--- src/rtl/sprite_pixel_pipe_pkg.sv ---
// Shared widths, types and the palette lookup for the sprite pixel pipe.
//   COORD_W  raster / sprite / mouse coordinate width
//   SPR_BITS log2 of the sprite edge; the bitmap RAM address is {dy,dx}
//   DATA_W   colour index width, index 0 is transparent
//   RGB_W    output colour width
package sprite_pixel_pipe_pkg;

  localparam int COORD_W  = 11;
  localparam int SPR_BITS = 5;
  localparam int DATA_W   = 2;
  localparam int RGB_W    = 12;
  localparam int ADDR_W   = 2 * SPR_BITS;
  localparam int SPR_DIM  = 1 << SPR_BITS;

  typedef logic [DATA_W-1:0] color_idx_t;

  localparam color_idx_t TRANSPARENT = 2'b00;

  typedef enum logic [1:0] {
    IDLE  = 2'd0,
    ARMED = 2'd1,
    SCAN  = 2'd2
  } hit_state_t;

  function automatic logic [RGB_W-1:0] pal_lookup(
    input color_idx_t       idx,
    input logic [RGB_W-1:0] p1,
    input logic [RGB_W-1:0] p2,
    input logic [RGB_W-1:0] p3
  );
    case (idx)
      2'd1:    return p1;
      2'd2:    return p2;
      2'd3:    return p3;
      default: return '0;
    endcase
  endfunction

endpackage

--- src/rtl/sprite_pixel_pipe_if.sv ---
// Read port of the 32x32 sprite bitmap RAM.
//   ram_addr  registered read address {dy,dx}, driven by the pixel pipe
//   ram_data  colour index, valid the cycle after ram_addr
interface sprite_pixel_pipe_if;
  import sprite_pixel_pipe_pkg::*;

  logic [ADDR_W-1:0] ram_addr;
  color_idx_t        ram_data;

  modport master (output ram_addr, input ram_data);
  modport slave  (input ram_addr, output ram_data);
endinterface

--- src/rtl/sprite_pixel_pipe_hit_fsm.sv ---
// Mouse click resolver: latches an accepted click, waits for the next
// frame, watches that whole frame for an opaque sprite pixel at the mouse
// position and reports hit or miss at the frame_start that ends it.
//   clk, reset_n         clock, synchronous active-low reset
//   click_i              1-cycle click pulse
//   frame_start_i        1-cycle frame boundary pulse
//   mouse_x_i/mouse_y_i  mouse position, latched on an accepted click
//   scan_hit_i           S3 pixel is the mouse pixel and is opaque
//   mx_o/my_o            latched mouse position
//   hit_o/miss_o         1-cycle result pulses
//
//   state | meaning
//   IDLE  | no click pending; a click is accepted here
//   ARMED | click latched, waiting for the start of a full frame
//   SCAN  | frame being scanned; result reported at next frame_start
module sprite_hit_fsm
  import sprite_pixel_pipe_pkg::*;
(
  input  logic               clk,
  input  logic               reset_n,
  input  logic               click_i,
  input  logic               frame_start_i,
  input  logic [COORD_W-1:0] mouse_x_i,
  input  logic [COORD_W-1:0] mouse_y_i,
  input  logic               scan_hit_i,
  output logic [COORD_W-1:0] mx_o,
  output logic [COORD_W-1:0] my_o,
  output logic               hit_o,
  output logic               miss_o
);

  hit_state_t         state_q;
  logic [COORD_W-1:0] mx_q, my_q;
  logic               hit_seen_q, hit_q, miss_q;

  always_ff @(posedge clk) begin
    if (!reset_n) begin
      state_q    <= IDLE;
      mx_q       <= '0;
      my_q       <= '0;
      hit_seen_q <= 1'b0;
      hit_q      <= 1'b0;
      miss_q     <= 1'b0;
    end else begin
      hit_q  <= 1'b0;
      miss_q <= 1'b0;
      case (state_q)
        // A click coinciding with frame_start only arms; scanning starts at
        // the following frame so a partial frame is never judged.
        IDLE: if (click_i) begin
          mx_q    <= mouse_x_i;
          my_q    <= mouse_y_i;
          state_q <= ARMED;
        end
        ARMED: if (frame_start_i) begin
          hit_seen_q <= 1'b0;
          state_q    <= SCAN;
        end
        SCAN: begin
          if (scan_hit_i) hit_seen_q <= 1'b1;
          if (frame_start_i) begin
            hit_q   <= hit_seen_q;
            miss_q  <= !hit_seen_q;
            state_q <= IDLE;
          end
        end
        default: state_q <= IDLE;
      endcase
    end
  end

  assign mx_o   = mx_q;
  assign my_o   = my_q;
  assign hit_o  = hit_q;
  assign miss_o = miss_q;

endmodule

--- src/rtl/sprite_pixel_pipe.sv ---
// Sprite pixel pipeline: maps raster (x,y) to a bitmap RAM address, realigns
// the RAM data, applies the palette and resolves mouse clicks.
// Latency from (x,y) to rgb/sprite_on is 3 cycles.
//   clk, reset_n          clock, synchronous active-low reset
//   x_i, y_i              raster pixel, valid every cycle
//   frame_start_i         frame boundary pulse (vertical blanking)
//   spr_x_i, spr_y_i      sprite top-left, taken only on frame_start_i
//   pal1_i..pal3_i        colours for indices 1..3
//   ram_if                bitmap RAM read port (master)
//   click_i               mouse click pulse
//   mouse_x_i, mouse_y_i  mouse position
//   rgb_o, sprite_on_o    pixel colour and opaque-sprite flag
//   hit_o, miss_o         click result pulses
module sprite_pixel_pipe
  import sprite_pixel_pipe_pkg::*;
(
  input  logic               clk,
  input  logic               reset_n,
  input  logic [COORD_W-1:0] x_i,
  input  logic [COORD_W-1:0] y_i,
  input  logic               frame_start_i,
  input  logic [COORD_W-1:0] spr_x_i,
  input  logic [COORD_W-1:0] spr_y_i,
  input  logic [RGB_W-1:0]   pal1_i,
  input  logic [RGB_W-1:0]   pal2_i,
  input  logic [RGB_W-1:0]   pal3_i,
  sprite_pixel_pipe_if.master ram_if,
  input  logic               click_i,
  input  logic [COORD_W-1:0] mouse_x_i,
  input  logic [COORD_W-1:0] mouse_y_i,
  output logic [RGB_W-1:0]   rgb_o,
  output logic               sprite_on_o,
  output logic               hit_o,
  output logic               miss_o
);

  logic [COORD_W-1:0] sx_q, sy_q;
  logic [COORD_W-1:0] mx, my;
  logic [COORD_W:0]   dx_d, dy_d;
  logic               in_box_d, m_tag_d, opaque_d;
  logic [ADDR_W-1:0]  ram_addr_d, ram_addr_q;
  logic               in_box1_q, in_box2_q;
  logic               m1_q, m2_q, m3_q;
  logic [RGB_W-1:0]   rgb_d, rgb_q;
  logic               sprite_on_q;

  // The extra top bit of dx/dy is the borrow: a pixel left of or above the
  // sprite gives a nonzero upper slice, so coordinates never wrap into it.
  always_comb begin
    dx_d       = {1'b0, x_i} - {1'b0, sx_q};
    dy_d       = {1'b0, y_i} - {1'b0, sy_q};
    in_box_d   = (dx_d[COORD_W:SPR_BITS] == '0) && (dy_d[COORD_W:SPR_BITS] == '0);
    ram_addr_d = in_box_d ? {dy_d[SPR_BITS-1:0], dx_d[SPR_BITS-1:0]} : ram_addr_q;
    m_tag_d    = (x_i == mx) && (y_i == my);
    opaque_d   = in_box2_q && (ram_if.ram_data != TRANSPARENT);
    rgb_d      = opaque_d ? pal_lookup(ram_if.ram_data, pal1_i, pal2_i, pal3_i) : '0;
  end

  always_ff @(posedge clk) begin
    if (!reset_n) begin
      sx_q        <= '0;
      sy_q        <= '0;
      ram_addr_q  <= '0;
      in_box1_q   <= 1'b0;
      in_box2_q   <= 1'b0;
      m1_q        <= 1'b0;
      m2_q        <= 1'b0;
      m3_q        <= 1'b0;
      rgb_q       <= '0;
      sprite_on_q <= 1'b0;
    end else begin
      if (frame_start_i) begin
        sx_q <= spr_x_i;
        sy_q <= spr_y_i;
      end
      ram_addr_q  <= ram_addr_d;
      in_box1_q   <= in_box_d;
      m1_q        <= m_tag_d;
      in_box2_q   <= in_box1_q;
      m2_q        <= m1_q;
      sprite_on_q <= opaque_d;
      rgb_q       <= rgb_d;
      m3_q        <= m2_q;
    end
  end

  sprite_hit_fsm u_hit_fsm (
    .clk           (clk),
    .reset_n       (reset_n),
    .click_i       (click_i),
    .frame_start_i (frame_start_i),
    .mouse_x_i     (mouse_x_i),
    .mouse_y_i     (mouse_y_i),
    .scan_hit_i    (m3_q && sprite_on_q),
    .mx_o          (mx),
    .my_o          (my),
    .hit_o         (hit_o),
    .miss_o        (miss_o)
  );

  assign ram_if.ram_addr = ram_addr_q;
  assign rgb_o           = rgb_q;
  assign sprite_on_o     = sprite_on_q;

endmodule

--- src/flat_wrapper.sv ---
// flat-port wrapper written by rule: the top's interface ports become plain ports
module sprite_pixel_pipe_flat import sprite_pixel_pipe_pkg::*;
  (clk, reset_n, x_i, y_i, frame_start_i, spr_x_i, spr_y_i, pal1_i, pal2_i, pal3_i, click_i, mouse_x_i, mouse_y_i, rgb_o, sprite_on_o, hit_o, miss_o, ram_if_ram_addr, ram_if_ram_data);
  sprite_pixel_pipe_if ram_if_i ();
  input  logic clk;
  input  logic reset_n;
  input  logic [COORD_W-1:0] x_i;
  input  logic [COORD_W-1:0] y_i;
  input  logic frame_start_i;
  input  logic [COORD_W-1:0] spr_x_i;
  input  logic [COORD_W-1:0] spr_y_i;
  input  logic [RGB_W-1:0] pal1_i;
  input  logic [RGB_W-1:0] pal2_i;
  input  logic [RGB_W-1:0] pal3_i;
  input  logic click_i;
  input  logic [COORD_W-1:0] mouse_x_i;
  input  logic [COORD_W-1:0] mouse_y_i;
  output logic [RGB_W-1:0] rgb_o;
  output logic sprite_on_o;
  output logic hit_o;
  output logic miss_o;
  output wire logic [$bits(ram_if_i.ram_addr)-1:0] ram_if_ram_addr;
  input wire logic [$bits(ram_if_i.ram_data)-1:0] ram_if_ram_data;
  assign ram_if_ram_addr = ram_if_i.ram_addr;
  assign ram_if_i.ram_data = ram_if_ram_data;
  sprite_pixel_pipe u_core (.clk(clk), .reset_n(reset_n), .x_i(x_i), .y_i(y_i), .frame_start_i(frame_start_i), .spr_x_i(spr_x_i), .spr_y_i(spr_y_i), .pal1_i(pal1_i), .pal2_i(pal2_i), .pal3_i(pal3_i), .ram_if(ram_if_i), .click_i(click_i), .mouse_x_i(mouse_x_i), .mouse_y_i(mouse_y_i), .rgb_o(rgb_o), .sprite_on_o(sprite_on_o), .hit_o(hit_o), .miss_o(miss_o));
endmodule
--- config.mk ---
export PLATFORM = sky130hd
export DESIGN_NAME = sprite_pixel_pipe_flat
export DESIGN_NICKNAME = d
export VERILOG_FILES = /design/src/rtl/sprite_pixel_pipe_pkg.sv /design/src/rtl/sprite_pixel_pipe_if.sv /design/src/rtl/sprite_pixel_pipe_hit_fsm.sv /design/src/rtl/sprite_pixel_pipe.sv /design/src/flat_wrapper.sv
export SDC_FILE = /design/constraint.sdc
export NUM_CORES = 1
export LEC_CHECK = 0
export CORE_AREA = 2 2 103 105
export DETAILED_ROUTE_END_ITERATION = 12
export DIE_AREA = 0 0 105 107
export GPL_TIMING_DRIVEN = 0
export HOLD_SLACK_MARGIN = 0.02
export PLACE_DENSITY_LB_ADDON = 0.3
export SETUP_SLACK_MARGIN = 0.4
export SYNTH_ARGS = -nofsm -noshare
export SYNTH_HDL_FRONTEND = slang
export SYNTH_SLANG_ARGS = --single-unit
--- constraint.sdc ---
create_clock -name clk -period 3.1 [get_ports clk]
set_input_delay 0.62 -clock clk [delete_from_list [all_inputs] [get_ports clk]]
set_output_delay 0.62 -clock clk [all_outputs]
set_load 0.03 [all_outputs]
### Word-level counts from Yosys, hierarchy flattened

Cells that the tools add are included.

| word-level totals | value |
|---|---|
| flip-flop bits (word level) | 77 |
| latch bits | 0 |
| bits in writable memories | 0 |
| bits in read-only memories | 0 |
| input bits | 108 |
| output and inout port bits | 25 |
| logic and storage cells | 52 |
| memories kept | 0 |

| cells by class | value |
|---|---|
| $add $sub $neg | 2 |
| $mul | 0 |
| div/mod/pow operators | 0 |
| $lt $le $gt $ge | 0 |
| equal/unequal tests | 11 |
| shifts and indexed selects | 0 |
| mux-type cells | 8 |
| bitwise gates (word level) | 0 |
| reductions and logical operators | 15 |

Operators by type and width:

| operator | number |
|---|---|
| case mux 12 bit (3 select lines) | 1 |
| subtractor 11 x 11 -> 12 bit | 2 |
| == test 11 bit | 2 |
| logical NOT 7 bit | 2 |
| AND reduction 3 bit | 3 |
| != test 2 bit (second input constant) | 4 |
| == test 2 bit (second input constant) | 3 |
| 2-to-1 mux 2 bit | 3 |
| case mux 2 bit (3 select lines) | 1 |
| == test 2 x 1 -> 1 bit (second input constant) | 2 |
| logical AND 1 bit | 4 |
| AND reduction 2 bit | 2 |
| nonzero test 2 bit | 2 |
| logical NOT 2 bit | 1 |
| 2-to-1 mux 1 bit | 2 |
| case mux 1 bit (2 select lines) | 1 |
| logical NOT 1 bit | 1 |

### Logic depth before layout (Yosys ltp)

| depth | value |
|---|---|
| word-level depth | 3 |
| depth in mapped cells | 11 |
| mapped depth without buffers | 10 |

### By module

A second synthesis with hierarchy kept.

| unflattened totals | value |
|---|---|
| cells, all modules | 510 |
| area, all modules | 4428.0 um2 |

By module, submodules not included:

| module | times used | cells an instance | area each (um2) | sequential area each (um2) |
|---|---|---|---|---|
| sprite_pixel_pipe | 1 | 392 | 3432.0 | 1001.0 |
| sprite_hit_fsm | 1 | 118 | 996.0 | 540.5 |

### Worst setup path before layout

Ideal clock, no wire load.

| timing path | value |
|---|---|
| path kind | input -> register |
| start point | in y_i[0] |
| end point | reg u_core.ram_addr_q[9], in the netlist u_core.ram_if.ram_addr[9] |
| setup time | 0.072 ns |
| data arrival time | 3.066 ns |
| data required time | 3.028 ns |
| slack | -0.038 ns |
| stages | 11 |
| buffers on the path | 1 |
| cell sequence | inv_1 -> ha_1 -> fa_1 -> nand2b_1 -> a211o_1 -> a31oi_1 -> o211ai_1 -> a2111oi_4 -> and4_1 -> buf_4 -> mux2i_1 |

| on the way | value |
|---|---|
| cells in the longest elaborated chain, start to end | 3 |

RTL lines:

| item | line | RTL |
|---|---|---|
| from (decl) | flat_wrapper.sv:8 | `input logic [COORD_W-1:0] y_i;` |
| subtractor 11 x 11 -> 12 bit * | sprite_pixel_pipe.sv:51 | `dy_d = {1'b0, y_i} - {1'b0, sy_q};` |
| logical NOT 7 bit | sprite_pixel_pipe.sv:52 | `in_box_d = (dx_d[COORD_W:SPR_BITS] == '0) && (dy_d[COORD_W:SPR_BITS] == '0);` |
| logical AND 1 bit | sprite_pixel_pipe.sv:52 |  |
| to (signal assigned) | sprite_pixel_pipe.sv:76 | `ram_addr_q <= ram_addr_d;` |
| to (decl) | sprite_pixel_pipe.sv:41 | `logic [ADDR_W-1:0] ram_addr_d, ram_addr_q;` |

Every way passes the cells marked *; elsewhere a longest branch is shown, timed or not.
A chain may end at the register's enable or synchronous reset.

### Worst setup path in the final report

| timing path | value |
|---|---|
| start point | in x_i[7] |
| end point | reg u_core.ram_addr_q[9], in the netlist u_core.ram_if.ram_addr[9] |

| on the way | value |
|---|---|
| cells in the longest elaborated chain, start to end | 3 |

RTL lines:

| item | line | RTL |
|---|---|---|
| from (decl) | flat_wrapper.sv:7 | `input logic [COORD_W-1:0] x_i;` |
| subtractor 11 x 11 -> 12 bit | sprite_pixel_pipe.sv:50 | `dx_d = {1'b0, x_i} - {1'b0, sx_q};` |
| logical NOT 7 bit | sprite_pixel_pipe.sv:52 |  |
| logical AND 1 bit | sprite_pixel_pipe.sv:52 |  |

Every way passes these cells.

==> results.md <==
- Worst Path Max Fanout: 5
- Synth cell types: 56
- RSZ-0062 raised after global routing: yes
- Post-Synthesis Net Count: approximately 630
- Commonest cells post-synth: 77 x dfxtp_1, 62 x nand2_1, 50 x nor2_1
- Die H: between 100 and 150 um
- Endpoint type of the worst setup path: flop
- Number of global-route vias before repair: around 4.2k
- Sequential area share after synthesis: 36.3%
- PD cells: between 400 and 500 nW/um2
- Ports: between 100 and 150
- Period utilization: around 91%
- Leakage: 2.53 nW
- FF+latch area: between 1500 and 2000 um2
- Multi-input gate area: approximately 2800 um2
- Detail Route Antenna Nets: 0
- Sink Count: 77
- Crit path kind: in2reg
- Fin Hold WS: 0.441 ns
- Syn Area/Cell: ~8.5 um2
- Post-DP Area: between 5000 and 6000 um2
- Yosys top cell area share: between 30 and 40%
- Skew final: approximately 0.0094 ns
- Hold WC Path Type: reg2reg
- Worst Hold Path Cells: 1
- Hpwl dp: 9800 um
- Core area: 10,100 um2
- Worst-Margin Slew: between 0.8 and 0.9 ns
- TNS Setup: 0 ns
- Top FF cell, synth: dfxtp_1
- Synth area leaders: dfxtp_1 36%, mux2i_1 7.3%, ha_1 6.5%
- Root Driver: clkbuf_8
- # DRC: 0
- Count leader, synth: dfxtp_1
- Critical R2R Launch: u_core.sy_q[0]
- Non-Filler Instances: roughly 800
- Routed wire length per instance: between 15 and 20 um
- H-tree levels: 3
- Drt pass-1 iters: 5
- Critical path arrival: 3.10 ns
- Post-synth EDFFs: 0
- Hold endpoint: u_core.in_box2_q
- CP max stage cell: clkdlybuf4s50_1
- Post-synth ARST share: 0%
- Gr usage total: 22.4%
- Fin nets: ~790
- Longest Clk Path Bufs: 2
- Final slew viol count: 0
- Gate Count Post-Synth: ~500
- Grt total ovfl: 0
- Worst R2R End: u_core.ram_if.ram_addr[9]
- First-pass GRT wire length: between 15,000 and 20,000 um
- Initial cell density of the core: 42.1%
- Antenna Cells: 0
- Area Growth Syn to Fin: 50.7%
- Outcome: finished, final reports clean
- Mapped Area: 4240 um2
- Fmax: between 300 and 400 MHz
- VDD IR max: 0.229 mV
- Post-route cell area: roughly 6400 um2
- DRT Wirelength: around 13,000 um
- CTS tree: built
- Placed cells: about 760
- Clock Latency Late Sink: around 0.34 ns
- Final hold viol count: 0
- Reg2reg path depth: 12
- Placement row count: 37
- Reg clk slew, reported paths: 0.08 ns
- Final Critical Period: around 2.8 ns
- Cell Chain, Critical Path: clkdlybuf4s50_1, ha_2, a21oi_4, o22ai_4, nor4b_4, o2111ai_2, a2111oi_4, buf_4, and4_1, buf_6, mux2i_1
- Post-DR vias/cell: about 5.4
- CP Launch Type: input port
- Largest net degree at the start of global routing: 13
- Post-synth top area cell: dfxtp_1
- Layout cells sized above 1: approximately 14%
- R2r setup slk: 0.35 ns
- Initial drt markers: ~270
- Slew headroom: roughly two fifths
- Via Count: roughly 4.3k
- RePlAce Congestion: just under 1
- Port Buffers: 130
- Pwr Total: 2.63 mW
- Max_cap viols: 0
- #FFs+latches synth: a little under 80
- Number of CTS-inserted buffers: 9
- Die Wd: 105 um
- Hold Crit Start: u_core.in_box1_q
- Worst path required time: around 3.4 ns
- Max incr delay on CP: ~0.47 ns
- Fillers: 849
- Initial antenna violation count: 0
- Setup violations, final: 0
- Synth Warn #: 0
- Die ar.: 11,200 um2
-- kinds of logic (layout without fill, tap and decap cells) --
| kind of cell | Yosys count | in the layout | share of synthesized area (%) |
|---|---|---|---|
| flip-flops | 77 | 77 | 36.3 |
| adder cells (fa/ha/maj) | 24 | 24 | 7.43 |
| XOR/XNOR | 27 | 27 | 5.57 |
| buffers and inverters | 56 | 218 | 5.04 |
| AO/OA/AOI/OAI | 102 | 102 | 16.8 |
| multiplexers | 43 | 43 | 10.5 |
| AND/OR/NAND/NOR | 168 | 168 | 18.3 |
-- layer usage --
| metal | part of all wire, % | track usage [%] | wire (um) |
|---|---|---|---|
| met1 | 41 | 25.7 | 5310 |
| met2 | 49 | 40.4 | 6330 |
| met3 | 6.9 | 4.38 | 898 |
| met4 | 3.3 | 9.62 | 427 |
| met5 | 0 | 0 | 0 |
-- how the worst max path moves through the flow --
stage | depth (start not counted) | slack [ns] | end | from
after floorplan | 11 | 0.19 | u_core.ram_if.ram_addr[9] | y_i[0]
after global placement | 12 | -0.66 | u_core.ram_if.ram_addr[9] | y_i[0]
after detailed placement | 12 | -0.68 | u_core.ram_if.ram_addr[9] | y_i[0]
after CTS | 13 | 0.28 | u_core.ram_if.ram_addr[9] | y_i[0]
after global routing | 13 | 0.21 | u_core.ram_if.ram_addr[9] | y_i[0]
final | 11 | 0.27 | u_core.ram_if.ram_addr[9] | x_i[7]
-- cells in the final DEF (no fill, tap or decap), drive strengths merged, types with 5 or more instances in the layout --
| master | Yosys | final |
|---|---|---|
| a211oi | 7 | 7 |
| a21o | 6 | 6 |
| a21oi | 33 | 33 |
| a22oi | 12 | 12 |
| buf | 3 | 22 |
| clkbuf | 17 | 30 |
| clkdlybuf4s50 | 0 | 112 |
| dfxtp | 77 | 77 |
| dlygate4sd2 | 0 | 14 |
| ha | 22 | 22 |
| inv | 35 | 35 |
| mux2 | 12 | 12 |
| mux2i | 31 | 31 |
| nand2 | 62 | 62 |
| nand2b | 6 | 6 |
| nand4 | 8 | 8 |
| nor2 | 50 | 50 |
| nor3 | 10 | 10 |
| nor4 | 5 | 5 |
| o21ai | 7 | 7 |
| o31a | 5 | 5 |
| xnor2 | 10 | 10 |
| xor2 | 17 | 17 |
-- flip-flops by register name, summed over array words and instances (netlist names), 2 cells and up --
register / count
u_core.rgb_o: 12
u_core.ram_if.ram_addr: 10
u_core.u_hit_fsm.state_q: 2
u_core.sy_q: 11
u_core.u_hit_fsm.my_o: 11
u_core.sx_q: 11
u_core.u_hit_fsm.mx_o: 11
-- power breakdown --
| group | internal (mW) | switching (mW) |
|---|---|---|
| sequential | 1.03 | 0.0243 |
| combinational | 0.378 | 0.360 |
| clock | 0.479 | 0.363 |
-- metrics by stage --
step | setup slack [ns] | util, %
after floorplan | 0.195 | -
after global placement | -0.662 | 57.0
after detailed placement | -0.684 | 57.0
after CTS | 0.279 | 61.8
after global routing | 0.206 | 63.4
final | 0.274 | 63.4
-- critical path, delay by kind of cell --
kind | cells | cell delay [ns]
buffers and inverters | 3 | 0.77
AND/OR/NAND/NOR | 2 | 0.50
AO/OA/AOI/OAI | 4 | 0.77
multiplexers | 1 | 0.17
adder cells (fa/ha/maj) | 1 | 0.26
-- layout make-up --
| cell class | instances | share of cell area (%) |
|---|---|---|
| inverters | 36 | 2.23 |
| flip-flops and latches | 77 | 24.1 |
| well taps | 136 | 2.66 |
| repair buffers | 146 | 22.2 |
| clock buffers | 13 | 2.33 |
| multi-input cells | 364 | 44.0 |
| plain buffers | 20 | 1.41 |
| clock inverters | 3 | 1.08 |
-- what timing repair did --
action                                  in CTS  in global routing
hold endpoints to repair                     0                  0
endpoints found under the setup margin      11                 11
resized for setup                           57                 23
gates cloned                                 0                  0
setup buffers                               10                  6
pin swaps                                   17                 21
hold buffers                                 0                  0
Note: power is estimated with default switching activity, not from simulation.
